File: config.mk
export PLATFORM = sky130hd
export DESIGN_NAME = text_console_writer
export DESIGN_NICKNAME = d
export VERILOG_FILES = /design/src/rtl/text_console_writer.sv
export SDC_FILE = /design/constraint.sdc
export NUM_CORES = 1
export LEC_CHECK = 0
export CORE_MARGIN = 5
export CORE_UTILIZATION = 35
export CTS_BUF_LIST = sky130_fd_sc_hd__clkbuf_4
export DETAILED_ROUTE_END_ITERATION = 7
export SETUP_SLACK_MARGIN = 0.4
export SLEW_MARGIN = 20
export SYNTH_ARGS = -nofsm -noshare
export SYNTH_HDL_FRONTEND = slang
export SYNTH_SLANG_ARGS = --single-unit
File: constraint.sdc
create_clock -name pixel_clock -period 3.05 [get_ports pixel_clock]
set_input_delay 0.4575 -clock pixel_clock [delete_from_list [all_inputs] [get_ports pixel_clock]]
set_output_delay 0.4575 -clock pixel_clock [all_outputs]
set_load 0.01 [all_outputs]
File: src/rtl/text_console_writer.sv
`timescale 1ns/1ps
// text_console_writer
// Writer side of the text-mode screen RAM. It takes a stream of character
// bytes with per-character colours and writes 16-bit cells into the RAM
// write port. It also keeps the cursor and handles CR, LF, BS and FF.
// A row is cleared whenever the cursor moves onto it. The whole screen is
// cleared after reset and on form feed.
//
// Ports:
//   pixel_clock  - single clock, shared with the screen RAM write port
//   reset_n      - asynchronous active-low reset
//   char_data    - character or control code
//   char_fcolor  - foreground colour sampled with char_data
//   char_bcolor  - background colour sampled with char_data
//   char_valid   - char_data and colours are valid
//   char_ready   - a character is accepted this cycle when valid is also high
//   wraddress    - RAM write address {row[5:0], col[6:0]}
//   wrdata       - cell {1'b0, bcolor, 1'b0, fcolor, char}
//   wren         - write strobe, one cell per asserted cycle
//   cursor_row   - current cursor row
//   cursor_col   - current cursor column
module text_console_writer #(
    parameter int         COLS       = 90,
    parameter int         ROWS       = 56,
    parameter logic [2:0] CLR_FCOLOR = 3'd7,
    parameter logic [2:0] CLR_BCOLOR = 3'd1
) (
    input  logic        pixel_clock,
    input  logic        reset_n,
    input  logic [7:0]  char_data,
    input  logic [2:0]  char_fcolor,
    input  logic [2:0]  char_bcolor,
    input  logic        char_valid,
    output logic        char_ready,
    output logic [12:0] wraddress,
    output logic [15:0] wrdata,
    output logic        wren,
    output logic [5:0]  cursor_row,
    output logic [6:0]  cursor_col
);

    typedef enum logic [1:0] {
        CLEAR_ALL  = 2'd0,
        IDLE       = 2'd1,
        CLEAR_LINE = 2'd2
    } state_t;

    localparam logic [6:0] LAST_COL = 7'(COLS - 1);
    localparam logic [5:0] LAST_ROW = 6'(ROWS - 1);

    localparam logic [7:0] CODE_BS = 8'h08;
    localparam logic [7:0] CODE_LF = 8'h0A;
    localparam logic [7:0] CODE_FF = 8'h0C;
    localparam logic [7:0] CODE_CR = 8'h0D;
    localparam logic [7:0] SPACE   = 8'h20;

    // Pack one screen cell in the layout the renderer expects.
    function automatic logic [15:0] make_cell(input logic [2:0] bc,
                                              input logic [2:0] fc,
                                              input logic [7:0] ch);
        return {1'b0, bc, 1'b0, fc, ch};
    endfunction

    localparam logic [15:0] CLR_CELL = {1'b0, CLR_BCOLOR, 1'b0, CLR_FCOLOR, SPACE};

    state_t      state_r, state_s;
    logic [5:0]  row_r, row_s, next_row_s;
    logic [6:0]  col_r, col_s;
    logic [5:0]  clr_row_r, clr_row_s;
    logic [6:0]  clr_col_r, clr_col_s;
    logic        wren_r, wren_s;
    logic [12:0] wraddr_r, wraddr_s;
    logic [15:0] wrdata_r, wrdata_s;
    logic        ready_r;

    // The row the cursor moves to on a line feed or a wrap. There is no scroll, so the last row wraps to row 0.
    assign next_row_s = (row_r == LAST_ROW) ? 6'd0 : row_r + 6'd1;

    // Next-state, cursor, clear-counter and write-port decode.
    always_comb begin
        state_s   = state_r;
        row_s     = row_r;
        col_s     = col_r;
        clr_row_s = clr_row_r;
        clr_col_s = clr_col_r;
        wren_s    = 1'b0;
        wraddr_s  = wraddr_r;
        wrdata_s  = wrdata_r;
        case (state_r)
            CLEAR_ALL: begin
                wren_s   = 1'b1;
                wraddr_s = {clr_row_r, clr_col_r};
                wrdata_s = CLR_CELL;
                if (clr_col_r == LAST_COL) begin
                    clr_col_s = 7'd0;
                    if (clr_row_r == LAST_ROW) begin
                        clr_row_s = 6'd0;
                        state_s   = IDLE;
                    end else begin
                        clr_row_s = clr_row_r + 6'd1;
                    end
                end else begin
                    clr_col_s = clr_col_r + 7'd1;
                end
            end
            CLEAR_LINE: begin
                wren_s   = 1'b1;
                wraddr_s = {clr_row_r, clr_col_r};
                wrdata_s = CLR_CELL;
                if (clr_col_r == LAST_COL) begin
                    clr_col_s = 7'd0;
                    state_s   = IDLE;
                end else begin
                    clr_col_s = clr_col_r + 7'd1;
                end
            end
            IDLE: begin
                if (char_valid) begin
                    case (char_data)
                        CODE_CR: begin
                            col_s = 7'd0;
                        end
                        CODE_LF: begin
                            col_s     = 7'd0;
                            row_s     = next_row_s;
                            clr_row_s = next_row_s;
                            clr_col_s = 7'd0;
                            state_s   = CLEAR_LINE;
                        end
                        CODE_BS: begin
                            if (col_r != 7'd0) begin
                                col_s    = col_r - 7'd1;
                                wren_s   = 1'b1;
                                wraddr_s = {row_r, col_r - 7'd1};
                                wrdata_s = make_cell(char_bcolor, char_fcolor, SPACE);
                            end else begin
                                col_s = col_r;
                            end
                        end
                        CODE_FF: begin
                            row_s     = 6'd0;
                            col_s     = 7'd0;
                            clr_row_s = 6'd0;
                            clr_col_s = 7'd0;
                            state_s   = CLEAR_ALL;
                        end
                        default: begin
                            wren_s   = 1'b1;
                            wraddr_s = {row_r, col_r};
                            wrdata_s = make_cell(char_bcolor, char_fcolor, char_data);
                            if (col_r != LAST_COL) begin
                                col_s = col_r + 7'd1;
                            end else begin
                                col_s     = 7'd0;
                                row_s     = next_row_s;
                                clr_row_s = next_row_s;
                                clr_col_s = 7'd0;
                                state_s   = CLEAR_LINE;
                            end
                        end
                    endcase
                end else begin
                    state_s = IDLE;
                end
            end
            default: begin
                state_s   = CLEAR_ALL;
                clr_row_s = 6'd0;
                clr_col_s = 7'd0;
            end
        endcase
    end

    // State, cursor and registered write-port outputs.
    always_ff @(posedge pixel_clock or negedge reset_n) begin
        if (!reset_n) begin
            state_r   <= CLEAR_ALL;
            row_r     <= 6'd0;
            col_r     <= 7'd0;
            clr_row_r <= 6'd0;
            clr_col_r <= 7'd0;
            wren_r    <= 1'b0;
            wraddr_r  <= 13'd0;
            wrdata_r  <= 16'd0;
            ready_r   <= 1'b0;
        end else begin
            state_r   <= state_s;
            row_r     <= row_s;
            col_r     <= col_s;
            clr_row_r <= clr_row_s;
            clr_col_r <= clr_col_s;
            wren_r    <= wren_s;
            wraddr_r  <= wraddr_s;
            wrdata_r  <= wrdata_s;
            ready_r   <= (state_s == IDLE);
        end
    end

    assign char_ready = ready_r;
    assign wren       = wren_r;
    assign wraddress  = wraddr_r;
    assign wrdata     = wrdata_r;
    assign cursor_row = row_r;
    assign cursor_col = col_r;

endmodule

After elaboration in Yosys (flattened, before gate mapping):

Cells that the tools add are included.

* muxes and demuxes: 34
* add/subtract/negate cells: 5
* eq/ne operators: 20
* reductions and logical operators: 12
* bitwise gates (word level): 2

Operators by type and width (count)
* one-hot mux 16 bit (2 select lines): 2
* one-hot mux 13 bit (2 select lines): 2
* one-hot mux 7 bit (2 select lines): 3
* one-hot mux 6 bit (3 select lines): 2
* 2-to-1 mux 7 bit: 5
* equality test 8 x 4 -> 1 bit (second input constant): 4
* 2-to-1 mux 16 bit: 2
* 2-to-1 mux 6 bit: 5
* 2-to-1 mux 13 bit: 2
* adder 7 x 1 -> 7 bit (second input constant): 2
* adder 6 x 1 -> 6 bit (second input constant): 2
* equality test 6 bit (second input constant): 2
* one-hot mux 2 bit (3 select lines): 2
* 2-to-1 mux 2 bit: 5
* != test 2 bit (second input constant): 5
* AND reduction 4 bit: 2
* equality test 7 bit (second input constant): 1
* != test 7 bit (second input constant): 1
* nonzero test 7 bit: 1
* subtractor 7 x 1 -> 7 bit (second input constant): 1
* != test 3 bit (second input constant): 2
* AND reduction 3 bit: 2
* OR reduction 2 bit: 3
* AND reduction 5 bit: 1
* other kinds (10): 14

* output and inout bits: 44
* logic and storage cells: 82
* input bits: 17
* register bits: 59

Depth between registers and ports, before layout:

* depth in word-level cells: 6
* depth in mapped cells: 9
* gate-level depth less buffers: 8

Worst setup path before layout:

Ideal clock, no wire load.

* path type: register to register
* from: register col_r[0], in the netlist cursor_col[0]
* to: register wraddr_r[10], in the netlist wraddress[10]
* data arrival time: 2672 ps
* period minus slack after synthesis: 2797 ps
* required time: 2925 ps
* setup slack: 253 ps
* path buffers: 1
* cell stages (with the launch flop): 10
* library setup time: 125 ps
* path through: dfrtp_1 inv_1 ha_1 or3b_1 or3_4 or3_4 a31oi_4 inv_6 buf_8 mux2_4

* cells in the longest elaborated chain, start to end: 3

RTL lines
* start: declaration: RTL line 68 `logic [6:0] col_r, col_s;`
* start signal: assignment: RTL line 189 `col_r <= col_s;`
* nonzero test 7 bit: RTL line 131 `if (col_r != 7'd0) begin`
* != test 3 bit (no line)
* AND reduction 4 bit (no line)
* end signal: assignment: RTL line 193 `wraddr_r <= wraddr_s;`
* end: declaration: RTL line 72 `logic [12:0] wraddr_r, wraddr_s;`

No other way between the ends.
A chain may end at the register's enable or synchronous reset.

Final worst setup path:

* from: register col_r[0], in the netlist cursor_col[0]
* to: register wraddr_r[7], in the netlist wraddress[7]

The elaborated chain is that of the path after synthesis.

==> reports/qor.csv <==
stage;metric;value;unit
synthesis;Post-synth EDFFs;0;
setup_path;crit path cell chain;inv_2, ha_4, or3b_1, or3_4, or3_4, a31oi_4, inv_6, mux2_4;
global_route;vias in the first global route;3100;
detailed_routing;Post-route DRC;0;
place;Placer Congestion;0.8356;
setup_path;Arr. time, crit path;2.89;ns
global_route;initial antenna violation count;0;
floorplanning;Initial Util;35.38;%
setup_path;Worst setup SP type;flip-flop;
detailed_routing;drt first-iter violations;166;
setup_path;Critical Path End Type;flip-flop;
place;hpwl dp;6.486;mm
place;pre-CTS WS;0.2933;ns
clock_network;clk sink count;57;
setup_path;worst path required time;3.35;ns
clock_network;clock tree from TritonCTS;built;
synthesis;Post-synth top flop;dfrtp_1;
timing;worst-margin pin slew;0.6470;ns
setup_path;critical path's top delay family;simple AND/OR/NAND/NOR gates;
timing;Setup TNS;0;ns
timing;Max Slew Vio Count;0;
layout;post-layout util;45.08;%
floorplanning;Die X;108.5;microns
timing;final setup margin;0.4626;ns
clock_network;CTS resizes;0;
setup_path;cell mode on critical path;or3_4;
global_route;Top Usage Layer GRT;met2;
clock_network;Worst-path clk slew;0.12;ns
synthesis;sequential fraction of the synthesis area;42.02;%
synthesis;Seq cells post-synth;57;
layout;share of cells above drive strength 1;15.76;%
pwr;LEAKAGE;0.001799;uW
global_route;GR Overflow Total;0;
timing;Final Hold Fails;0;
clock_network;CTS Buf Count;9;
timing;RSZ-0062 raised after global routing;false;
clock_network;clk root buf;clkbuf_4;
timing;clock skew;0.02199;ns
setup_path;crit-path max FO;19;
setup_path;WP buf/inv;2;
synthesis;Yosys warnings;0;
timing;Final Cycle Share;84.83;%
timing;fmax;0.3865;GHz
synthesis;Synth cell types;61;
setup_path;CP max stage cell;dfrtp_2;
detailed_routing;remaining antenna violation count;0;
pwr;power per standard cell area;825.3;mW/mm^2
synthesis;area leader, netlist;dfrtp_1;
clock_network;setup bufs post-CTS;0;
synthesis;cell area after synthesis;0.003395;sq mm
clock_network;CTS Buffer Depth;2;
global_route;largest net degree at the start of global routing;28;
clock_network;clk_lat worst skew;0.42;ns
synthesis;async set-reset flop share out of synthesis;100.0;%
clock_network;CTS Hold Bufs;0;
pwr;total chip power;3570;uW
floorplanning;cell row count;36;
clock_network;htree depth;3;
layout;# fillers;949;
outcome;status;complete, no violations;
layout;Layout area overhead;27.42;%
detailed_routing;Vias/cell;5.385;
global_route;total track usage;16.27;%
global_route;first-pass GRT wire length;15.20;mm
floorplanning;DIE AREA;0.01177;sq mm
timing;min Tclk post-route;2.587;ns
synthesis;ranking of synthesized cells by area;dfrtp_1 (42%), o21ai_0 (4.3%), nand2_1 (4.1%);
synthesis;most common cell in the synthesized netlist;dfrtp_1;
synthesis;Mean Syn Cell Area;9.429;sq um
detailed_routing;drt wl/cell;16.01;microns
pwr;worst vdd ir;0.0004126;V
floorplanning;Die Ht;108.5;microns
synthesis;Mapped Cells;360;
place;Port-buffer cells;58;
flow_run;max-cap viol count;0;
global_route;met2 Use GR;25.24;%
setup_path;critical path class;flip-flop to flip-flop;
detailed_routing;drt total wl;8.933;mm
global_route;met1 Use GR;21.61;%
timing;slew margin rel.;56.41;%
floorplanning;core area;0.009594;sq mm
detailed_routing;DR pass1 iterations;4;
layout;n_diodes;0;
global_route;M3 GR Usage;4.716;%
detailed_routing;via count;3005;
setup_path;crit-path max cell delay;0.48;ns
synthesis;Yosys top cell area share;42.02;%
floorplanning;io pins;61;
timing;Final setup viols;0;
synthesis;commonest cells in the netlist;dfrtp_1 (57), nand2_1 (37), o21ai_0 (29);
worst_hold_path;worst min path class;input port to asynchronous set/reset pin;
layout;NumNets Final;445;
sequential cells by signal, indices dropped and copies added (netlist names):
| name | count |
|---|---|
| state_r | 2 |
| char_ready | 1 |
| clr_col_r | 7 |
| wrdata | 14 |
| cursor_row | 6 |
| wren | 1 |
| cursor_col | 7 |
| clr_row_r | 6 |
| wraddress | 13 |
final cells by class:
type                       count  area [sq um]  share of cell area (%)
tap                          133         166.4                   3.847
timing repair buffer          73         688.2                   15.91
clock buffer                  10         75.07                   1.736
clock inverter                 6         106.4                   2.459
inverter                      11         46.29                   1.070
sequential                    57          1429                   33.03
multi-input combinational    268          1814                   41.94
worst paths after layout:
path                            cells past startpoint                      start                         to  slack, ns
worst min-delay path                                1                    reset_n  cursor_row[1]$_DFFE_PN0P_      0.006
worst min register to register                      1   wraddress[2]$_DFFE_PN0P_   wraddress[2]$_DFFE_PN0P_       0.52
max in group asynchronous                           2                    reset_n  cursor_col[1]$_DFFE_PN0P_       2.31
min in group pixel_clock                            1   wraddress[2]$_DFFE_PN0P_   wraddress[2]$_DFFE_PN0P_       0.52
worst max register to register                      8  cursor_col[0]$_DFFE_PN0P_   wraddress[7]$_DFFE_PN0P_       0.46
worst max-delay path                                8  cursor_col[0]$_DFFE_PN0P_   wraddress[7]$_DFFE_PN0P_       0.46
layer usage:
metal	wire length, microns	vias to the layer above
met2	4111	92
li1	-	1437
met4	122	0
met1	4075	1464
met3	624	12
met5	0	-
kinds of logic (layout without fill, tap and decap cells):
| kind of cell | Yosys count | after routing | share of synthesized area, % |
|---|---|---|---|
| compound gates | 97 | 97 | 19.50 |
| xor+xnor | 10 | 10 | 2.580 |
| fa+ha+maj | 8 | 8 | 2.949 |
| buf+inv | 36 | 100 | 5.013 |
| flops | 57 | 57 | 42.02 |
| mux | 18 | 18 | 6.487 |
| other cells | 1 | 2 | 0.1105 |
| simple gates | 133 | 133 | 21.34 |
worst register-to-register path, stage by stage, from the launching register on:
cell     delay [ns]
dfrtp_2        0.48
inv_2          0.12
ha_4           0.15
or3b_1         0.38
or3_4          0.36
or3_4          0.35
a31oi_4        0.20
inv_6          0.13
mux2_4         0.32
placed cells by master (no fill, tap or decap), drive strengths merged, types with 4 or more instances in the layout:
cell type / Yosys / layout
and3: 9 / 9
o31ai: 5 / 5
nor3: 13 / 13
xor2: 7 / 7
nand3: 15 / 15
ha: 8 / 8
nor3b: 4 / 4
buf: 6 / 16
a31oi: 10 / 10
o21ai: 29 / 29
clkdlybuf4s50: 0 / 57
clkbuf: 19 / 10
dfrtp: 57 / 57
nand2b: 6 / 6
nor2: 22 / 22
or3: 4 / 4
o211ai: 4 / 4
a22o: 10 / 10
o22a: 4 / 4
nand2: 38 / 38
inv: 11 / 11
a21oi: 13 / 13
o22ai: 6 / 6
nand4: 5 / 5
mux2: 17 / 17
through the flow:
stage          hold WS (ns)  instance area [sq um]  cells
3_5_place_dp         0.4906                   4144    542
5_1_grt             0.04466                   4325    558
4_1_cts             0.01932                   4325    558
2_1_floorplan        0.1619                   3413    361
3_3_place_gp         0.4785                   4144    542
6_report           0.006036                   4325    558
power breakdown:
group	internal (uW)	total, uW	switching, uW
Combinational	813	1560	744
Sequential	996	1290	294
Clock	420	722	302
Total	2230	3570	1340
Note: power is estimated with default switching activity, not from simulation.
